$ cat src/rtl/pe_pkg.sv
// Shared types and constants for the PE controller memory read responders.
package pe_pkg;

  localparam int ADDR_IN_W      = 17;
  localparam int DATA_W         = 128;
  localparam int BYTES_PER_WORD = DATA_W / 8;

  typedef enum logic [1:0] {S_IDLE, S_REQ, S_STALL} rd_state_t;

  typedef logic [ADDR_IN_W-1:0] pe_addr_t;

  // Left shift that turns a word address into a byte address.
  function automatic int word_shift(input int data_w);
    return $clog2(data_w / 8);
  endfunction

endpackage

$ cat src/rtl/pe_req_fifo.sv
// Small synchronous request queue of word addresses with a single-cycle flush.
module pe_req_fifo
  import pe_pkg::*;
#(
  parameter int W     = 17,
  parameter int DEPTH = 4
) (
  input  logic         clk,
  input  logic         rst,
  input  logic         flush,
  input  logic         push,
  input  logic [W-1:0] din,
  input  logic         pop,
  output logic [W-1:0] dout,
  output logic         full,
  output logic         empty
);

  localparam int PW = $clog2(DEPTH);

  logic [W-1:0] mem [DEPTH];
  logic [PW:0]  wr_ptr;
  logic [PW:0]  rd_ptr;

  // Pointers carry one extra wrap bit to tell full from empty.
  always_ff @(posedge clk) begin
    if (rst || flush) begin
      wr_ptr <= '0;
      rd_ptr <= '0;
    end else begin
      if (push && !full) wr_ptr <= wr_ptr + 1'b1;
      if (pop && !empty) rd_ptr <= rd_ptr + 1'b1;
    end
  end

  always_ff @(posedge clk) begin
    if (push && !full) mem[wr_ptr[PW-1:0]] <= din;
  end

  assign dout  = mem[rd_ptr[PW-1:0]];
  assign empty = (wr_ptr == rd_ptr);
  assign full  = (wr_ptr[PW] != rd_ptr[PW]) && (wr_ptr[PW-1:0] == rd_ptr[PW-1:0]);

endmodule

$ cat src/rtl/pe_read_master.sv
// Read responder for one PE controller stream: turns word-address requests into
// Avalon-MM reads with a bounded number of outstanding transactions.
module pe_read_master #(
  parameter int                    ADDR_IN_W  = pe_pkg::ADDR_IN_W,
  parameter int                    AVM_ADDR_W = 32,
  parameter int                    DATA_W     = pe_pkg::DATA_W,
  parameter logic [AVM_ADDR_W-1:0] BASE_ADDR  = '0,
  parameter int                    QDEPTH     = 4,
  parameter int                    MAX_PEND   = 8
) (
  input  logic                  clk,
  input  logic                  rst,
  input  logic                  master_en,
  input  logic [ADDR_IN_W-1:0]  addr_pe,
  output logic [DATA_W-1:0]     readdata_pe,
  output logic                  readdatavalid,
  output logic [AVM_ADDR_W-1:0] avm_address,
  output logic                  avm_read,
  input  logic                  avm_waitrequest,
  input  logic [DATA_W-1:0]     avm_readdata,
  input  logic                  avm_readdatavalid,
  output logic                  busy
);

  import pe_pkg::*;

  localparam int             SHIFT = word_shift(DATA_W);
  localparam int             PW    = $clog2(MAX_PEND + 1);
  localparam logic [PW-1:0]  MAX_P = PW'(MAX_PEND);

  function automatic logic [AVM_ADDR_W-1:0] byte_addr(input logic [ADDR_IN_W-1:0] a);
    return BASE_ADDR + (AVM_ADDR_W'(a) << SHIFT);
  endfunction

  rd_state_t             state, state_nxt;
  logic [PW-1:0]         pend_cnt, pend_nxt;
  logic                  en_d;
  logic [ADDR_IN_W-1:0]  last_addr;
  logic                  overflow;
  logic                  capture, push, flush, load, accept, dec, q_avail;
  logic                  q_full, q_empty;
  logic [ADDR_IN_W-1:0]  q_head;
  logic [DATA_W-1:0]     rdata_p1;
  logic                  vld_p1;

  assign capture = master_en && (!en_d || (addr_pe != last_addr));
  assign push    = capture && !q_full;
  assign flush   = en_d && !master_en;
  assign accept  = avm_read && !avm_waitrequest;
  assign dec     = avm_readdatavalid && (pend_cnt != '0);
  // An entry popped in the flush cycle would be un-issued work, so hold off.
  assign q_avail = !q_empty && !flush;

  // The queue only holds un-issued addresses; an entry leaves when it is driven on the bus.
  pe_req_fifo #(.W(ADDR_IN_W), .DEPTH(QDEPTH)) u_fifo (
    .clk   (clk),
    .rst   (rst),
    .flush (flush),
    .push  (push),
    .din   (addr_pe),
    .pop   (load),
    .dout  (q_head),
    .full  (q_full),
    .empty (q_empty)
  );

  always_comb begin
    pend_nxt = pend_cnt;
    if (accept && !dec)      pend_nxt = pend_cnt + 1'b1;
    else if (!accept && dec) pend_nxt = pend_cnt - 1'b1;
  end

  always_comb begin
    state_nxt = state;
    load      = 1'b0;
    unique case (state)
      S_IDLE: begin
        if (q_avail) begin
          if (pend_cnt < MAX_P) begin
            load      = 1'b1;
            state_nxt = S_REQ;
          end else begin
            state_nxt = S_STALL;
          end
        end
      end
      S_REQ: begin
        if (accept) begin
          if (q_avail && (pend_nxt < MAX_P)) load = 1'b1;
          else if (q_avail)                  state_nxt = S_STALL;
          else                               state_nxt = S_IDLE;
        end
      end
      S_STALL: begin
        if (pend_cnt < MAX_P) begin
          if (q_avail) begin
            load      = 1'b1;
            state_nxt = S_REQ;
          end else begin
            state_nxt = S_IDLE;
          end
        end
      end
      default: state_nxt = S_IDLE;
    endcase
  end

  // Stage p0 -> p1: request issue, bookkeeping and registered return path.
  always_ff @(posedge clk) begin
    if (rst) begin
      state       <= S_IDLE;
      pend_cnt    <= '0;
      en_d        <= 1'b0;
      last_addr   <= '0;
      overflow    <= 1'b0;
      avm_read    <= 1'b0;
      avm_address <= '0;
      vld_p1      <= 1'b0;
      rdata_p1    <= '0;
    end else begin
      state    <= state_nxt;
      pend_cnt <= pend_nxt;
      en_d     <= master_en;
      if (push)             last_addr <= addr_pe;
      if (capture && q_full) overflow <= 1'b1;
      if (load) begin
        avm_read    <= 1'b1;
        avm_address <= byte_addr(q_head);
      end else if (accept) begin
        avm_read <= 1'b0;
      end
      vld_p1   <= dec;
      rdata_p1 <= avm_readdata;
    end
  end

  assign readdata_pe   = rdata_p1;
  assign readdatavalid = vld_p1;
  assign busy          = !q_empty || (pend_cnt != '0) || avm_read;

  // The controller cadence never overruns the queue; a dropped request is a system fault.
  ovf_never: assert property (@(posedge clk) disable iff (rst) !overflow);

endmodule
$ cat config.mk
export PLATFORM = sky130hd
export DESIGN_NAME = pe_read_master
export DESIGN_NICKNAME = d
export VERILOG_FILES = /design/src/rtl/pe_pkg.sv /design/src/rtl/pe_req_fifo.sv /design/src/rtl/pe_read_master.sv
export SDC_FILE = /design/constraint.sdc
export NUM_CORES = 1
export LEC_CHECK = 0
export CORE_MARGIN = 4
export CORE_UTILIZATION = 35
export CTS_BUF_LIST = sky130_fd_sc_hd__clkbuf_16
export DETAILED_ROUTE_END_ITERATION = 8
export SKIP_CTS_REPAIR_TIMING = 1
export SYNTH_ARGS = -nofsm -noshare
export SYNTH_HDL_FRONTEND = slang
export SYNTH_SLANG_ARGS = --single-unit
export TNS_END_PERCENT = 100
$ cat constraint.sdc
create_clock -name clk -period 4.2 [get_ports clk]
set_input_delay 0.84 -clock clk [delete_from_list [all_inputs] [get_ports clk]]
set_output_delay 0.84 -clock clk [all_outputs]
set_load 0.02 [all_outputs]
# Yosys cells after proc, flatten, opt, wreduce, memory -nomap -nowiden
# Memory sizes are Yosys's and may differ from the RTL's. A register that Yosys moved wholly into a read port is not among the register bits.
# Index checks and enable logic that the tools add are counted.
dict set report classes {
  n_mux 21
  order_cmp 2
  n_eq_ne 10
  n_addsub 4
  reduce_logical 28
}
# cell count
set op_table {}
lappend op_table {{!= test 17 bit} 1}
lappend op_table {{logical AND 1 bit} 12}
lappend op_table {{two-way mux 2 bit} 6}
lappend op_table {{two-way mux 1 bit} 11}
lappend op_table {{logical NOT 1 bit} 8}
lappend op_table {{< comparator 4 bit, second input constant} 2}
lappend op_table {{two-way mux 4 bit} 2}
lappend op_table {{!= test 2 bit, second input constant} 4}
lappend op_table {{adder 3 x 1 -> 3 bit, second input constant} 2}
lappend op_table {{case mux 2 bit (3 select lines)} 1}
lappend op_table {{adder 4 x 1 -> 4 bit, second input constant} 1}
lappend op_table {{logical OR 1 bit} 4}
lappend op_table {{AND reduction 4 bit} 1}
lappend op_table {{nonzero test 4 bit} 1}
lappend op_table {{subtractor 4 x 1 -> 4 bit, second input constant} 1}
lappend op_table {{equality test 3 bit} 1}
lappend op_table {{case mux 1 bit (3 select lines)} 1}
lappend op_table {{equality test 2 x 1 -> 1 bit, second input constant} 1}
lappend op_table {{equality test 2 bit} 1}
lappend op_table {{equality test 2 bit, second input constant} 1}
lappend op_table {{logical NOT 2 bit} 1}
lappend op_table {{nonzero test 2 bit} 1}
lappend op_table {{!= test 1 bit} 1}
dict set report word_totals {
  output_inout_bits 163
  input_bits 150
  mem_bits_rw 68
  memories 1
  elab_cells 75
  regBits 160
}
# name words word_bits read_ports rd_ports_with_merged_regs write_ports line_no
set memory_table {}
lappend memory_table {u_fifo.mem 4 17 1 1 1 pe_req_fifo.sv:21} ;# logic [W-1:0] mem [DEPTH];

# Logic depth before layout (Yosys ltp)
dict set report depth {
  ltp_word 12
  ltp_mapped 12
}

# Modules after synthesis
# Synthesis repeated with hierarchy kept, for this count alone.
dict set report unflattened {
  cells_unflattened 716
  hier_area_um2 8952.3
}
# module area_per_inst_um2 seq_area_each_um2 cells_per_inst n_inst
set modules_own_cells {}
lappend modules_own_cells {pe_read_master 5929.4 3423.3 559 1}
lappend modules_own_cells {pe_req_fifo 3022.9 2202.1 157 1}

# Worst setup path after synthesis
# No wires, ideal clock.
dict set report synth_timing {
  path_type {input port to flip-flop}
  from {input addr_pe[1]}
  to {memory u_fifo.mem[3][0], enable pin}
  arrival_ns 2.114
  required_time_ns 3.825
  slack_ns 1.712
  path_buffers 1
  path_stages 6
  path_cell_list {xnor2_1 > and2_2 > buf_2 > and2_4 > a21oi_1 > and2_1}
}
dict set report synth_between {
  elab_chain_cells 7
}
# item line_no
set synth_rtl {}
lappend synth_rtl {{start, declared} pe_read_master.sv:14} ;# input logic [ADDR_IN_W-1:0] addr_pe,
lappend synth_rtl {{!= test 17 bit} pe_read_master.sv:46} ;# assign capture = master_en && (!en_d || (addr_pe != last_addr));
lappend synth_rtl {{logical OR 1 bit} pe_read_master.sv:46}
lappend synth_rtl {{logical AND 1 bit} pe_read_master.sv:46}
lappend synth_rtl {{logical AND 1 bit} pe_read_master.sv:47} ;# assign push = capture && !q_full;
lappend synth_rtl {{logical AND 1 bit} pe_req_fifo.sv:37} ;# if (push && !full) mem[wr_ptr[PW-1:0]] <= din;
lappend synth_rtl {{two-way mux 1 bit} pe_req_fifo.sv:37}
lappend synth_rtl {{two-way mux 1 bit (not written as such)} pe_req_fifo.sv:37}
lappend synth_rtl {{end, declared} pe_req_fifo.sv:21}
# No other way between the ends.

# Worst setup path after layout
dict set report layout_timing {
  from {register u_fifo.wr_ptr[0]}
  to {output busy}
}
dict set report layout_between {
  elab_chain_cells 4
}
# item line_no
set layout_rtl {}
lappend layout_rtl {{start, declared} pe_req_fifo.sv:22} ;# logic [PW:0] wr_ptr;
lappend layout_rtl {{start signal, assigned} pe_req_fifo.sv:31} ;# if (push && !full) wr_ptr <= wr_ptr + 1'b1;
lappend layout_rtl {{equality test 3 bit} pe_req_fifo.sv:41} ;# assign empty = (wr_ptr == rd_ptr);
lappend layout_rtl {{logical NOT 1 bit} pe_read_master.sv:139} ;# assign busy = !q_empty || (pend_cnt != '0) || avm_read;
lappend layout_rtl {{logical OR 1 bit (2 in series)} pe_read_master.sv:139}
lappend layout_rtl {{end, declared} pe_read_master.sv:22} ;# output logic busy
# No other way between the ends.

==> impl_metrics.json <==
{
  "ir_drop_mv": 0.317,
  "dieArea_um2": 28000,
  "cp_data_required_time_ps": 3360,
  "wire_per_inst_um": 16.7,
  "synth_xor_area_frac": 0.0225,
  "drt.antenna.violating_nets": 0,
  "drc_errors": 0,
  "cts_tree": "built",
  "maxCapViolations": 0,
  "core_area_um2": 25100,
  "syn_avg_cell_area_um2": 12.3,
  "internal-power_w": 0.00479,
  "rows": 58,
  "final.min_clock_period_ps": 3260,
  "grt_usage": 0.156,
  "path_cells": "xnor2_1 -> nand3_1 -> or3_1 -> clkdlybuf4s50_1",
  "switching_share": 0.279,
  "hold_viol_final": 0,
  "combinationalPowerShare": 0.227,
  "die_w_um": 167,
  "synth_fa_ha_area_frac": 0.0127,
  "hpwl_mm": 16.2,
  "layout_commonest_cell": "clkdlybuf4s50_1",
  "fin_nets": 1173,
  "setup_violations": 0,
  "min-delay-start": "avm_address[12]$_SDFFE_PP0P_",
  "crit_type": "flop to output pin",
  "reg2reg_to": "avm_address[13]$_SDFFE_PP0P_",
  "slew-limit-headroom": 0.457,
  "numCtsBuffers": 27,
  "die_h_um": 167,
  "cp_max_fo": 7,
  "seq_power_share": 0.419,
  "grt-ovfl-total": 0,
  "yosys_register_bits": 245,
  "num_io_pins": 313,
  "ff2ff_setup_slack_ps": 1550,
  "vias": 6290,
  "post-route-util": 0.516,
  "min_path_cells": 2,
  "grt_setup_unrepaired": "false",
  "drt_iter0_drc": 375,
  "insertion_delay_ps": 530,
  "synth_cell_types": 52,
  "crit_slowest_cell": "clkdlybuf4s50_1",
  "root_buffer": "clkbuf_16",
  "cp_slowest_stage_delay_ps": 540,
  "max_slew.worst_pin.slew_ps": 814,
  "cts_sinks": 245,
  "status": "completed",
  "min_path_type": "flop to flop",
  "final.period_utilization": 0.777,
  "start_kind": "flop",
  "clkTransAtPathRegs_ps": 60,
  "slew_violations": 0,
  "syn_inst": 724,
  "synth_compound_area_frac": 0.0882,
  "leakagePower_nw": 4.66,
  "hold_ws_ps": 463,
  "tns_ps": 0,
  "r2r_start": "pend_cnt[0]$_SDFFE_PP0P_",
  "grt_pass1_wl_mm": 35.3,
  "drive_gt1_frac": 0.0841,
  "synthMuxAreaShare": 0.0442,
  "power_frac_clock": 0.354,
  "first_pass_iters": 4,
  "gp_congestion": 0.785,
  "cp.arrival_ps": 2420,
  "p_sw_w": 0.00186,
  "antenna_found_initial": 1,
  "reg2reg_depth": 10,
  "whs_endpoint": "avm_address[12]$_SDFFE_PP0P_",
  "io_buffers": 297,
  "synth_top_family_by_area": "simple AND/OR/NAND/NOR gates",
  "synth-simple-area-share": 0.158,
  "viasPerCell": 4.60,
  "grt_pass1_vias": 6217,
  "syn_area_um2": 8880,
  "start_util": 0.354,
  "wl_mm": 22.8,
  "mostFrequentLayoutCells": "clkdlybuf4s50_1 (296), dfxtp_1 (177), nor2b_1 (129)",
  "ys_seq_area_frac": 0.629,
  "cts_buffer_depth": 3,
  "yosys_warnings": 0,
  "fmax_mhz": 306,
  "grt_max_degree": 79,
  "crit_path_end_kind": "output pin",
  "p_total_w": 0.00665,
  "p_per_area_nw_per_um2": 513,
  "cts-htree-levels": 1,
  "syn_to_final_growth_pct": 45.9,
  "fin_worst_skew_ps": 22.1
}
## power groups by stage
stage	logic [W]	registers (W)	clock network, W
floorplan	0.000837	0.00295	0
global placement	0.00152	0.00283	0
detailed placement	0.00153	0.00284	0
CTS	0.00153	0.00279	0.00242
global route	0.00167	0.00281	0.00252
finish	0.00151	0.00279	0.00235
## flip-flops by register name, indices dropped and copies added, names as in the netlist
| name | flops |
|---|---|
| u_fifo.mem | 68 |
| last_addr | 17 |
| pend_cnt | 4 |
| avm_address | 17 |
| avm_read | 1 |
| en_d | 1 |
| readdatavalid | 1 |
| u_fifo.rd_ptr | 3 |
| u_fifo.wr_ptr | 3 |
| state | 2 |
| readdata_pe | 128 |
## final cells by class
class	count	area, µm²
Fill cell	2262	12100
Sequential cell	245	5590
Antenna cell	1	2.50
Inverter	11	41.3
Tap cell	330	413
Multi-Input combinational cell	418	2950
Clock inverter	23	216
Clock buffer	27	676
Timing Repair Buffer	311	3080
## synth_stat cells (all sizes together)
cell type  count  area share
a211oi        21       0.018
a21boi         1     0.00085
a21oi         24       0.014
a221oi         1     0.00099
a31o           1     0.00099
a31oi         21       0.016
and2           7      0.0054
and3           2      0.0014
and3b          1     0.00099
buf           37       0.029
clkbuf        27       0.012
conb           1     0.00042
dfxtp        177        0.40
edfxtp        68        0.23
ha             9       0.013
inv           11      0.0046
mux2i          1      0.0011
mux4          17       0.043
nand2         26       0.011
nand2b         3      0.0021
nand3         20       0.011
nand3b         1     0.00085
nand4         24       0.017
nand4b         1     0.00099
nor2          11      0.0046
nor2b        129       0.091
nor3           5      0.0028
nor3b          1     0.00085
nor4           1      0.0024
o211a          2      0.0023
o211ai         2      0.0023
o21ai         22       0.013
o22ai          1      0.0014
o311ai        18       0.018
o31a           1      0.0011
or2            1     0.00070
or3            5      0.0041
or4            1     0.00085
xnor2         17       0.018
xor2           5      0.0049
## layer usage
layer / GRT usage / vias to the layer above / wire length [µm]
li1: - / 3120 / -
met1: 0.196 / 2900 / 9210
met2: 0.252 / 231 / 10900
met3: 0.0569 / 39 / 2040
met4: 0.0494 / 0 / 678
met5: 0 / - / 0
## metrics by stage
stage | cells | area, µm² | setup slack (ps)
6_report | 1366 | 13000 | 937
5_1_grt | 1366 | 13000 | 810
4_1_cts | 1365 | 13000 | 892
3_5_place_dp | 1315 | 12100 | 886
3_3_place_gp | 1315 | 12100 | 916
2_1_floorplan | 738 | 8940 | 1710
## how the worst max path moves through the flow
stage                                  start                          end  slack [ps]  cells after the start
6_report       u_fifo.wr_ptr[0]$_SDFFE_PP0P_                         busy         940                      4
5_1_grt        u_fifo.wr_ptr[0]$_SDFFE_PP0P_                         busy         810                      4
4_1_cts        u_fifo.rd_ptr[1]$_SDFFE_PP0P_                         busy         890                      5
3_5_place_dp                     addr_pe[10]  u_fifo.mem[1][11]$_DFFE_PP_         890                      8
3_3_place_gp                      addr_pe[0]  u_fifo.mem[1][11]$_DFFE_PP_         920                      8
2_1_floorplan                     addr_pe[1]   u_fifo.mem[3][0]$_DFFE_PP_        1710                      6
## logic make-up after synthesis
| logic type | count (synthesis) |
|---|---|
| AND/OR/NAND/NOR | 239 |
| adder cells (fa/ha/maj) | 9 |
| XOR/XNOR | 22 |
| buffers and inverters | 75 |
| flip-flops | 245 |
| multiplexers | 18 |
| other | 1 |
| AO/OA/AOI/OAI | 115 |
## worst max-delay path, delay by kind of cell (launching register included)
family	cells	cell delay (ps)
AND/OR/NAND/NOR	2	580
XOR/XNOR	1	380
buffers and inverters	1	540
flip-flops	1	390
No activity file was read; power rests on OpenSTA's default activity.
